**src/rtl/vpu_timing_pkg.sv**
```systemverilog
// rtl/vpu_timing_pkg.sv - shared PAL video timing types and default constants
package vpu_timing_pkg;

  typedef enum logic [1:0] {
    LT_BROAD,
    LT_POST_EQ,
    LT_NORMAL,
    LT_PRE_EQ
  } line_type_e;

  localparam int unsigned CNT_W        = 9;
  localparam int unsigned H_TOTAL      = 512;
  localparam int unsigned V_TOTAL      = 312;
  localparam int unsigned HSYNC_LEN    = 38;
  localparam int unsigned EQ_LEN       = 19;
  localparam int unsigned BROAD_LEN    = 218;
  localparam int unsigned VBL_LINES    = 25;
  localparam int unsigned PRE_EQ_FIRST = 310;

endpackage

```
**src/rtl/sync_pulse_shaper.sv**
```systemverilog
// rtl/sync_pulse_shaper.sv - next composite sync level from line type and next cntHS
module sync_pulse_shaper
  import vpu_timing_pkg::*;
#(
  parameter int unsigned HSYNC_LEN = vpu_timing_pkg::HSYNC_LEN,
  parameter int unsigned EQ_LEN    = vpu_timing_pkg::EQ_LEN,
  parameter int unsigned BROAD_LEN = vpu_timing_pkg::BROAD_LEN
) (
  input  line_type_e       line_type_i,
  input  logic [CNT_W-1:0] cnt_hs_i,
  output logic             sync_o
);

  // Equalizing and broad pulses repeat every half line.
  logic [7:0] half_pos;
  assign half_pos = cnt_hs_i[7:0];

  always_comb begin
    sync_o = 1'b1;
    case (line_type_i)
      LT_NORMAL: sync_o = (cnt_hs_i >= CNT_W'(HSYNC_LEN));
      LT_BROAD:  sync_o = (half_pos >= 8'(BROAD_LEN));
      default:   sync_o = (half_pos >= 8'(EQ_LEN));
    endcase
  end

endmodule

```
**src/rtl/pal_sync_gen.sv**
```systemverilog
// rtl/pal_sync_gen.sv - 312-line PAL timing generator: counters, line-type FSM, registered syncs
module pal_sync_gen
  import vpu_timing_pkg::*;
#(
  parameter int unsigned H_TOTAL      = vpu_timing_pkg::H_TOTAL,
  parameter int unsigned V_TOTAL      = vpu_timing_pkg::V_TOTAL,
  parameter int unsigned HSYNC_LEN    = vpu_timing_pkg::HSYNC_LEN,
  parameter int unsigned EQ_LEN       = vpu_timing_pkg::EQ_LEN,
  parameter int unsigned BROAD_LEN    = vpu_timing_pkg::BROAD_LEN,
  parameter int unsigned VBL_LINES    = vpu_timing_pkg::VBL_LINES,
  parameter int unsigned PRE_EQ_FIRST = vpu_timing_pkg::PRE_EQ_FIRST
) (
  input  logic             pixel_clk,
  input  logic             rst_n,
  input  logic             en,
  output logic [CNT_W-1:0] cntHS,
  output logic [CNT_W-1:0] cntVS,
  output logic             vbl,
  output logic             hsync,
  output logic             out_sync,
  output logic             frame_start
);

  if (BROAD_LEN >= 256) begin : g_bad_broad
    $fatal(1, "BROAD_LEN must be shorter than half a line");
  end
  if (EQ_LEN >= HSYNC_LEN) begin : g_bad_eq
    $fatal(1, "EQ_LEN must be shorter than HSYNC_LEN");
  end
  if (VBL_LINES > V_TOTAL) begin : g_bad_vbl
    $fatal(1, "VBL_LINES must not exceed V_TOTAL");
  end
  if (PRE_EQ_FIRST <= 5) begin : g_bad_pre_eq
    $fatal(1, "PRE_EQ_FIRST must follow the post-equalizing lines");
  end

  localparam logic [CNT_W-1:0] LINE_POST_EQ = CNT_W'(3);
  localparam logic [CNT_W-1:0] LINE_NORMAL  = CNT_W'(6);
  localparam logic [CNT_W-1:0] LINE_PRE_EQ  = CNT_W'(PRE_EQ_FIRST);

  logic [CNT_W-1:0] hs_q, hs_d, vs_q, vs_d;
  line_type_e       lt_q, lt_d;
  logic             vbl_q, vbl_d, hsync_q, hsync_d;
  logic             sync_q, sync_d, fs_q, fs_d;
  logic             line_end;

  assign line_end = (hs_q == CNT_W'(H_TOTAL - 1));

  // Outputs are derived from the next counter values so they line up with the counters.
  always_comb begin
    hs_d = hs_q;
    vs_d = vs_q;
    lt_d = lt_q;
    if (en) begin
      if (line_end) begin
        hs_d = '0;
        vs_d = (vs_q == CNT_W'(V_TOTAL - 1)) ? '0 : vs_q + 1'b1;
        case (lt_q)
          LT_BROAD:   if (vs_d == LINE_POST_EQ) lt_d = LT_POST_EQ;
          LT_POST_EQ: if (vs_d == LINE_NORMAL)  lt_d = LT_NORMAL;
          LT_NORMAL:  if (vs_d == LINE_PRE_EQ)  lt_d = LT_PRE_EQ;
          LT_PRE_EQ:  if (vs_d == '0)           lt_d = LT_BROAD;
          default:    lt_d = LT_BROAD;
        endcase
      end else begin
        hs_d = hs_q + 1'b1;
      end
    end
    vbl_d   = ({1'b0, vs_d} < (CNT_W + 1)'(VBL_LINES));
    hsync_d = (hs_d < CNT_W'(HSYNC_LEN));
    fs_d    = (hs_d == '0) && (vs_d == '0);
  end

  sync_pulse_shaper #(
    .HSYNC_LEN (HSYNC_LEN),
    .EQ_LEN    (EQ_LEN),
    .BROAD_LEN (BROAD_LEN)
  ) u_shaper (
    .line_type_i (lt_d),
    .cnt_hs_i    (hs_d),
    .sync_o      (sync_d)
  );

  always_ff @(posedge pixel_clk or negedge rst_n) begin
    if (!rst_n) begin
      hs_q    <= '0;
      vs_q    <= '0;
      lt_q    <= LT_BROAD;
      vbl_q   <= 1'b1;
      hsync_q <= 1'b1;
      sync_q  <= 1'b0;
      fs_q    <= 1'b1;
    end else begin
      hs_q    <= hs_d;
      vs_q    <= vs_d;
      lt_q    <= lt_d;
      vbl_q   <= vbl_d;
      hsync_q <= hsync_d;
      sync_q  <= sync_d;
      fs_q    <= fs_d;
    end
  end

  assign cntHS       = hs_q;
  assign cntVS       = vs_q;
  assign vbl         = vbl_q;
  assign hsync       = hsync_q;
  assign out_sync    = sync_q;
  assign frame_start = fs_q;

endmodule

```
**config.mk**
```make
export PLATFORM = sky130hd
export DESIGN_NAME = pal_sync_gen
export DESIGN_NICKNAME = d
export VERILOG_FILES = /design/src/rtl/vpu_timing_pkg.sv /design/src/rtl/sync_pulse_shaper.sv /design/src/rtl/pal_sync_gen.sv
export SDC_FILE = /design/constraint.sdc
export NUM_CORES = 1
export LEC_CHECK = 0
export ABC_AREA = 1
export CORE_AREA = 2 2 56 58
export CTS_BUF_LIST = sky130_fd_sc_hd__clkbuf_2 sky130_fd_sc_hd__clkbuf_4 sky130_fd_sc_hd__clkbuf_8
export DETAILED_ROUTE_END_ITERATION = 10
export DIE_AREA = 0 0 58 60
export PLACE_DENSITY = 0.83
export REMOVE_ABC_BUFFERS = 1
export SYNTH_ARGS = -nofsm -noshare
export SYNTH_HDL_FRONTEND = slang
export SYNTH_SLANG_ARGS = --single-unit
```
**constraint.sdc**
```tcl
create_clock -name pixel_clk -period 4.6 [get_ports pixel_clk]
set_clock_uncertainty 0.2 [all_clocks]
set_input_delay 0.92 -clock pixel_clk [delete_from_list [all_inputs] [get_ports pixel_clk]]
set_output_delay 0.92 -clock pixel_clk [all_outputs]
set_load 0.03 [all_outputs]
```
Yosys cells after proc, flatten, opt, wreduce, memory -nomap -nowiden. Cells that the tools add are included.

Mux-type cells: 13. Bitwise operators: 0. Shift-type cells: 0. Divide/modulo/power cells: 0. Add/sub/neg operators: 2. $mul: 0. Reduce and logical (&&, ||, !) cells: 6. Eq/ne operators: 9. Order comparisons: 5.

Operators by type and width (number): 9-bit 2-to-1 mux (5); 9-bit equality test (second input constant) (3); 9-bit logical NOT (3); 9-bit by 1-bit adder with 9-bit output (second input constant) (2); 2-bit 2-to-1 mux (6); 9-bit by 2-bit equality test with 1-bit output (second input constant) (1); 9-bit by 3-bit equality test with 1-bit output (second input constant) (1); 9-bit by 6-bit greater-or-equal comparator with 1-bit output (second input constant) (1); 9-bit by 5-bit less-than comparator with 1-bit output (second input constant) (1); 9-bit by 6-bit less-than comparator with 1-bit output (second input constant) (1); 8-bit by 5-bit greater-or-equal comparator with 1-bit output (second input constant) (1); 8-bit greater-or-equal comparator (second input constant) (1); 2-bit one-hot mux with 4 select lines (1); 2-bit equality test (second input constant) (3); 2-bit logical NOT (2); 2-bit by 1-bit equality test with 1-bit output (second input constant) (1); 1-bit one-hot mux with 2 select lines (1); 1-bit logical AND (1).

Bits in writable memories: 0. Output and inout bits: 22. ROM bits: 0. Flip-flop bits (word level): 24. Memories kept: 0. Input port bits: 3. Logic and storage cells: 42. Bits in latches: 0.

Depth between registers and ports, before layout.
Depth in word-level cells: 9. Gate-level depth with buffers: 16. Gate-level depth less buffers: 16.

Modules after synthesis. Synthesis repeated with hierarchy kept, for this count alone.

Cell total of the unflattened synthesis: 228. Area, all modules: 1611.5 µm².

Modules (own cells, without submodules): pal_sync_gen (seq. area each 604.3 µm², area each 1515.2 µm², times used 1, cells each 205); sync_pulse_shaper (seq. area each 0.0 µm², area each 96.3 µm², times used 1, cells each 23).

Least setup slack after synthesis. Ideal clock, no wire load.

Kind: input to register. Start: input en. End: register sync_q (netlist: out_sync). Arrival: 2133 ps. Stages: 14. Setup slack: 2149 ps. Data required time: 4282 ps. Setup time: 118 ps. Buffers on the path: 1. Cell sequence: buf_4 -> nand2_2 -> nor2_1 -> nand2_1 -> nor2_4 -> nand3_1 -> nand3_1 -> inv_1 -> nor2_4 -> nand3_1 -> nand3_1 -> nand2_1 -> nor2_2 -> nor2_2.

Word-level cells in the longest chain between the ends: 3. Elaborated cells on any way between the ends: 8. Classes of those cells: order compare (3); eq/ne (1); mux (3); reduce/logical (1).

RTL lines: from (decl) (line pal_sync_gen.sv:15) `input logic en,`; 9-bit 2-to-1 mux (*) (line pal_sync_gen.sv:54) `if (en) begin`; net hs_d[7] (line pal_sync_gen.sv:41) `logic [CNT_W-1:0] hs_q, hs_d, vs_q, vs_d;`; 9-bit by 6-bit greater-or-equal comparator with 1-bit output (tied with other cells) (line sync_pulse_shaper.sv:21) `LT_NORMAL: sync_o = (cnt_hs_i >= CNT_W'(HSYNC_LEN));`; 1-bit one-hot mux with 2 select lines (*) (line sync_pulse_shaper.sv:20) `case (line_type_i)`; net sync_d (line pal_sync_gen.sv:44) `logic sync_q, sync_d, fs_q, fs_d;`; to (signal assigned) (line pal_sync_gen.sv:99) `sync_q <= sync_d;`; to (decl) (line pal_sync_gen.sv:44).

Mark *: on every way through the listed nets, which the timed path passes. The rest lies on a longest branch.

Final worst setup path. Ends and elaborated chain as after synthesis.

==> flow_results.xml <==
<?xml version="1.0" encoding="UTF-8"?>
<metrics>
  <group name="status">
    <metric name="outcome" unit="">completed</metric>
  </group>
  <group name="clock_tree">
    <metric name="clk-insertion-delay-late" unit="ns">0.31</metric>
    <metric name="clock-root-buffer" unit="">clkbuf_4</metric>
    <metric name="cts.reportedPaths.clkPinSlew" unit="ns">0.12</metric>
    <metric name="cts-htree-levels" unit="">1</metric>
    <metric name="postCtsSetupRepairBufs" unit="">0</metric>
    <metric name="tritoncts" unit="">built</metric>
    <metric name="cts.sinks" unit="">24</metric>
    <metric name="cts-resized-gates" unit="">0</metric>
    <metric name="hold_buffers" unit="">0</metric>
    <metric name="cts-root-to-sink-buffers" unit="">2</metric>
    <metric name="tritoncts_buffer_count" unit="">3</metric>
  </group>
  <group name="global_route">
    <metric name="first_global_vias" unit="">1400</metric>
    <metric name="grt_max_degree" unit="">27</metric>
    <metric name="grt_overflow_total" unit="">0</metric>
    <metric name="globalRouteTotalUtil" unit="">0.210</metric>
    <metric name="grt_antenna_before_repair" unit="">0</metric>
    <metric name="grt_first_pass_wirelength" unit="um">5600</metric>
  </group>
  <group name="sta">
    <metric name="fmax" unit="MHz">333</metric>
    <metric name="layout_worst_path_cycle_share" unit="">0.654</metric>
    <metric name="setup-violations-final" unit="">0</metric>
    <metric name="finalCriticalPeriod" unit="ns">3.01</metric>
    <metric name="tightest_slew" unit="ns">1.04</metric>
    <metric name="report.final.hold_viol_count" unit="">0</metric>
    <metric name="rsz_0062_raised_after_global_routing" unit="">no</metric>
    <metric name="slew_headroom" unit="">0.303</metric>
    <metric name="timing_max_transition_violations_final" unit="">0</metric>
    <metric name="finalSetupTns" unit="ns">0</metric>
  </group>
  <group name="critical_path">
    <metric name="timing.rr.start" unit="">cntHS[0]$_DFF_PN0_</metric>
    <metric name="critical_path.reg2reg.endpoint" unit="">out_sync$_DFF_PN0_</metric>
    <metric name="worst_r2r_path_depth" unit="">11</metric>
    <metric name="worst_setup_path_startpoint" unit="">en</metric>
    <metric name="cp-end-kind" unit="">register</metric>
    <metric name="cp-endpoint" unit="">out_sync$_DFF_PN0_</metric>
    <metric name="crit_fanout" unit="">26</metric>
    <metric name="critPathKind" unit="">in -&gt; reg</metric>
    <metric name="critPathLaunchType" unit="">primary input</metric>
    <metric name="critical_path_arrival" unit="ns">3.02</metric>
    <metric name="reg2reg_setup_slack" unit="ns">1.78</metric>
    <metric name="cp_data_required_time" unit="ns">4.62</metric>
  </group>
  <group name="pwr">
    <metric name="cellPowerDensity" unit="nW/um^2">566</metric>
    <metric name="power.share.combinational" unit="">0.580</metric>
    <metric name="power.static_leakage" unit="nW">0.919</metric>
    <metric name="vdd.ir_drop.worst" unit="mV">0.416</metric>
    <metric name="pwr-share-seq" unit="">0.330</metric>
    <metric name="net-switching-power" unit="mW">0.534</metric>
    <metric name="p_sw_frac" unit="">0.492</metric>
    <metric name="internal_power" unit="mW">0.552</metric>
    <metric name="clock_power_share" unit="">0.090</metric>
  </group>
  <group name="die">
    <metric name="design.die.area" unit="um^2">3480</metric>
    <metric name="floorplan.io_pins" unit="">25</metric>
    <metric name="die_w" unit="um">58</metric>
    <metric name="placement_rows" unit="">20</metric>
    <metric name="core-area" unit="um^2">2900</metric>
    <metric name="initial_core_util" unit="">0.559</metric>
    <metric name="height_of_the_die" unit="um">60</metric>
  </group>
  <group name="place">
    <metric name="gpl.final_weighted_congestion" unit="">0.931</metric>
    <metric name="place_hpwl" unit="um">2610</metric>
    <metric name="dpl-instance-area" unit="um^2">1890</metric>
    <metric name="placement.io_buffers" unit="">24</metric>
  </group>
  <group name="yosys">
    <metric name="post_synth_instance_area" unit="um^2">1620</metric>
    <metric name="synth.top_cells.by_area" unit="">dfrtp_1 (32%), nand2_1 (12%), inv_1 (7.9%)</metric>
    <metric name="ys_seq_area_frac" unit="">0.372</metric>
    <metric name="synth.distinct_cells" unit="">29</metric>
    <metric name="synth_largest_type_area_fraction" unit="">0.324</metric>
    <metric name="synth_cells" unit="">229</metric>
    <metric name="synth.avg_cell_area" unit="um^2">7.09</metric>
    <metric name="number_of_synthesis_warnings" unit="">0</metric>
    <metric name="ys_ff_latch" unit="">24</metric>
    <metric name="synth_area_leader" unit="">dfrtp_1</metric>
  </group>
  <group name="detailed_routing">
    <metric name="drt-initial-drc-count" unit="">70</metric>
    <metric name="route.vias.total" unit="">1529</metric>
    <metric name="viasPerCell" unit="">5.33</metric>
    <metric name="first_pass_iters" unit="">4</metric>
    <metric name="drc" unit="">0</metric>
    <metric name="routed_wirelength" unit="um">3400</metric>
    <metric name="drt-wirelength-per-cell" unit="um">11.8</metric>
    <metric name="antenna_left" unit="">0</metric>
  </group>
  <group name="final_layout">
    <metric name="layout.filler_cells" unit="">263</metric>
    <metric name="postLayoutCellArea" unit="um^2">1920</metric>
    <metric name="layout-drive-gt1-share" unit="">0.142</metric>
    <metric name="nets" unit="">264</metric>
    <metric name="multi_input_comb_area" unit="um^2">865</metric>
    <metric name="area.sequential" unit="um^2">604</metric>
    <metric name="post-route-util" unit="">0.661</metric>
    <metric name="n_antenna_cell" unit="">0</metric>
    <metric name="area_delta_synth_final" unit="%">18.2</metric>
  </group>
  <group name="job">
    <metric name="maxCapViolCount" unit="">0</metric>
  </group>
  <group name="worst_hold_path">
    <metric name="hp-class" unit="">reg -&gt; reg</metric>
  </group>
</metrics>
cells by family after synthesis:
logic type,synth area share
AO/OA/AOI/OAI,0.0817
XOR/XNOR,0.00539
buffers and inverters,0.0955
adder cells (fa/ha/maj),0.0462
flip-flops,0.372
AND/OR/NAND/NOR,0.399
cells in the mapped netlist:
library cell and n:
nand2_1 52, inv_1 34, nor2_1 28, dfrtp_1 21
nand3_1 19, o21ai_0 15, nand2_2 9, ha_1 6
nor2_2 6, nand4_1 5, nand3_2 4, nor2_4 4
a21oi_1 3, dfstp_2 3, inv_2 3, nor3_1 3
or2_2 2, a211oi_1 1, a21oi_2 1, a31oi_1 1
buf_2 1, buf_4 1, clkbuf_1 1, nand3b_1 1
nor3b_1 1, o211ai_1 1, o21a_1 1, o21ai_1 1
xnor2_1 1
flip-flops by register name, indices dropped and copies added (netlist names):
| name | cells |
|---|---|
| cntHS | 9 |
| out_sync | 1 |
| hsync | 1 |
| cntVS | 9 |
| lt_q | 2 |
| frame_start | 1 |
| vbl | 1 |
worst min path at each step:
| stage | from | cells after the start | endpoint |
|---|---|---|---|
| 6_report | cntHS[5]$_DFF_PN0_ | 3 | cntHS[5]$_DFF_PN0_ |
| 5_1_grt | cntHS[5]$_DFF_PN0_ | 3 | cntHS[5]$_DFF_PN0_ |
| 4_1_cts | cntHS[5]$_DFF_PN0_ | 3 | cntHS[5]$_DFF_PN0_ |
| 3_5_place_dp | cntHS[5]$_DFF_PN0_ | 3 | cntHS[5]$_DFF_PN0_ |
| 3_3_place_gp | cntVS[5]$_DFF_PN0_ | 2 | cntVS[5]$_DFF_PN0_ |
| 2_1_floorplan | rst_n | 0 | cntHS[0]$_DFF_PN0_ |
cell type report:
cell class	count	area share
multi-input combinational	165	0.450
clock buffer	4	0.0156
inverter	37	0.0724
sequential	24	0.315
tap	33	0.0215
timing repair buffer	24	0.125
critical path: stages:
cell,delay [ns]
clkdlybuf4s50_1,0.62
nand2_1,0.48
nand2_1,0.23
nor2_1,0.10
a211oi_1,0.31
o211ai_1,0.14
nor2_1,0.16
nor2_2,0.06
power by group through the flow:
| stage | Sequential (mW) | Combinational, mW | Clock, mW |
|---|---|---|---|
| after CTS | 0.357 | 0.630 | 0.101 |
| after global placement | 0.361 | 0.615 | 0 |
| after global routing | 0.368 | 0.688 | 0.110 |
| after floorplan | 0.467 | 0.317 | 0 |
| final | 0.358 | 0.629 | 0.0979 |
| after detailed placement | 0.359 | 0.624 | 0 |
cells in the final DEF, fill, tap and decap left out, drive strengths merged, types with 4 or more instances in the layout:
cell / synthesis / final
nand2: 61 / 61
nor2: 38 / 38
inv: 37 / 37
clkdlybuf4s50: 0 / 24
nand3: 23 / 23
dfrtp: 21 / 21
o21ai: 16 / 16
ha: 6 / 6
nand4: 5 / 5
clkbuf: 1 / 4
a21oi: 4 / 4
per-stage QoR:
stage	power (mW)	hold slack, ns	cells	worst slack [ns]
2_1_floorplan	0.784	0.424	226	2.01
3_3_place_gp	0.976	0.407	283	1.40
3_5_place_dp	0.983	0.386	283	1.32
4_1_cts	1.09	0.407	287	1.64
5_1_grt	1.17	0.433	287	1.41
6_report	1.09	0.413	287	1.59
per-layer routing:
metal	track usage	up-vias	part of all wire
li1	-	779	-
met3	0.0216	9	0.043
met2	0.385	49	0.51
met4	0.103	0	0.022
met5	0	-	0
met1	0.243	692	0.43
Note: power is estimated with default switching activity, not from simulation.
==> RTL edit, RTL diff (same settings) <==
The 4 values of `line_type_e` get a Gray code encoding in 2 bits.
--- a/src/rtl/vpu_timing_pkg.sv
+++ b/src/rtl/vpu_timing_pkg.sv
@@ -2,10 +2,10 @@
 package vpu_timing_pkg;
 
   typedef enum logic [1:0] {
-    LT_BROAD,
-    LT_POST_EQ,
-    LT_NORMAL,
-    LT_PRE_EQ
+    LT_BROAD   = 2'b00,
+    LT_POST_EQ = 2'b01,
+    LT_NORMAL  = 2'b11,
+    LT_PRE_EQ  = 2'b10
   } line_type_e;
 
   localparam int unsigned CNT_W        = 9;
Check against the original RTL: no difference found for any inputs over 10 cycles, from zero or initial values and one cycle with rst_n low; not proved beyond that.
==> RTL edit against the original RTL <==
- wire length increased by 2.0%
- setup slack worse by 0.16 ns
- clock power rose by 11%
- power fell by 35%
- cell count up 3.1%
- die area stayed put
- design area grew 3.3%
- sequential cell count stayed put
- critical path depth up 6
- synthesized area up 3.4%
- critical path type unchanged
==> RTL edit: results (changes against the original RTL) <==
Yosys
  – Part of the Yosys area used for sequential elements: 36.0% (-1.2 points)
  – Distinct cells, synth: 30 (+3.4%)
  – Synth area leaders: dfrtp_1 31%, nand2_1 13%, inv_1 8.0%
  – Post-synth top cells: 60 x nand2_1, 36 x inv_1, 24 x nand3_1
  – Asr flop ratio synth: 100% (unchanged)

Placed design
  – GP Congestion: 0.988 (+6.1%)
  – Cell Area, Placed: 1950 µm² (+3.0%)
  – Number of port buffers: 24 (unchanged)
  – Half-perimeter wire length after placement: 2760 µm (+6.0%)

Power and ir drop
  – Leak: 0.000972 µW (+5.7%)
  – Peak VDD IR: 0.292 mV (-30%)

Outcome
  – Status: complete, no violations

Critical path
  – Slowest stage delay, CP: 0.72 ns (+0.10 ns)
  – Crit-path leading delay family: buffers and inverters
  – Crit Path Max Fanout: 18 (-31%)
  – CP arrival: 3.18 ns (+0.16 ns)

Clocking
  – TritonCTS Buffers: 3 (unchanged)
  – CTS resizes: 0 (unchanged)
  – CTS Buffer Depth: 2 (unchanged)

GRT
  – Vias in the first global route: 1,312 (-6.3%)
  – GRT Total Usage: 22.5% (+1.5 points)
  – Initial antenna violation count: 0 (unchanged)
  – First-pass GRT wire length: 5940 µm (+6.0%)
  – GRT overflow: 0 (unchanged)
  – Largest net degree at the start of global routing: 25 (-7.4%)

Finish
  – Layout cell share with drive strength beyond 1: 17.5% (+3.3 points)
  – Fillers: 251 (-4.6%)
  – Nets@finish: 272 (+3.0%)

Routing
  – Initial detailed-routing violation count: 43 (-39%)
  – DR WL/cell: 11.7 µm (-1.1%)
  – DR vias/cell: 5.15 (-3.4%)

Hold path
  – Worst hold path type: flop to flop

Timing
  – Max-slew headroom: 29.5% (-0.89 points)
  – Setup violations, final: 0 (unchanged)
[RTL edit: layer usage]
layer	wire, µm	vias up	track usage [%]
met1	1600	697	29.4
li1	-	791	-
met5	0	-	0
met3	101	6	1.95
met4	70	0	9.97
met2	1690	29	38.1
[RTL edit: layout make-up]
| class | count | area, µm² | share of cell area, % |
|---|---|---|---|
| clock buffer | 4 | 36.3 | 1.83 |
| inverter | 41 | 154 | 7.77 |
| multi-input combinational | 170 | 906 | 45.7 |
| sequential | 24 | 604 | 30.5 |
| tap | 33 | 41.3 | 2.08 |
| timing repair buffer | 24 | 240 | 12.1 |
[RTL edit: cell families after synthesis]
kind of cell,after synthesis,share of synthesized area (%)
DFF,24,36.0
adders and majority gates,5,3.73
AOI/OAI and AO/OA,18,6.78
and+or+nand+nor,146,42.9
buffers and inverters,43,10.1
xor gates and xnor gates,1,0.522
[RTL edit: report_power, final]
| part | switching, µW | leakage (µW) | internal, µW |
|---|---|---|---|
| Sequential | 40.6 | 0.000286 | 243 |
| Combinational | 206 | 0.000664 | 111 |
| Clock | 60.9 | 0.0000210 | 48.3 |
| Total | 308 | 0.000972 | 402 |
[RTL edit: path summary, 6_finish.rpt]
check,startpoint,endpoint,slack [ns],depth (start not counted)
max,en,out_sync,1.43,14
min,cntVS[6],cntVS[6],0.40,2
max reg2reg,cntHS[0],out_sync,1.70,17
min reg2reg,cntVS[6],cntVS[6],0.40,2
max in group asynchronous,rst_n,cntVS[4],2.60,1
min in group asynchronous,rst_n,cntVS[0],0.97,1
[RTL edit: stage by stage]
step	std cells	hold WS (ns)	worst slack, ns
2_1_floorplan	235	0.357	1.81
3_3_place_gp	292	0.372	1.16
3_5_place_dp	292	0.369	1.10
4_1_cts	296	0.399	1.44
5_1_grt	296	0.471	1.25
6_report	296	0.405	1.43
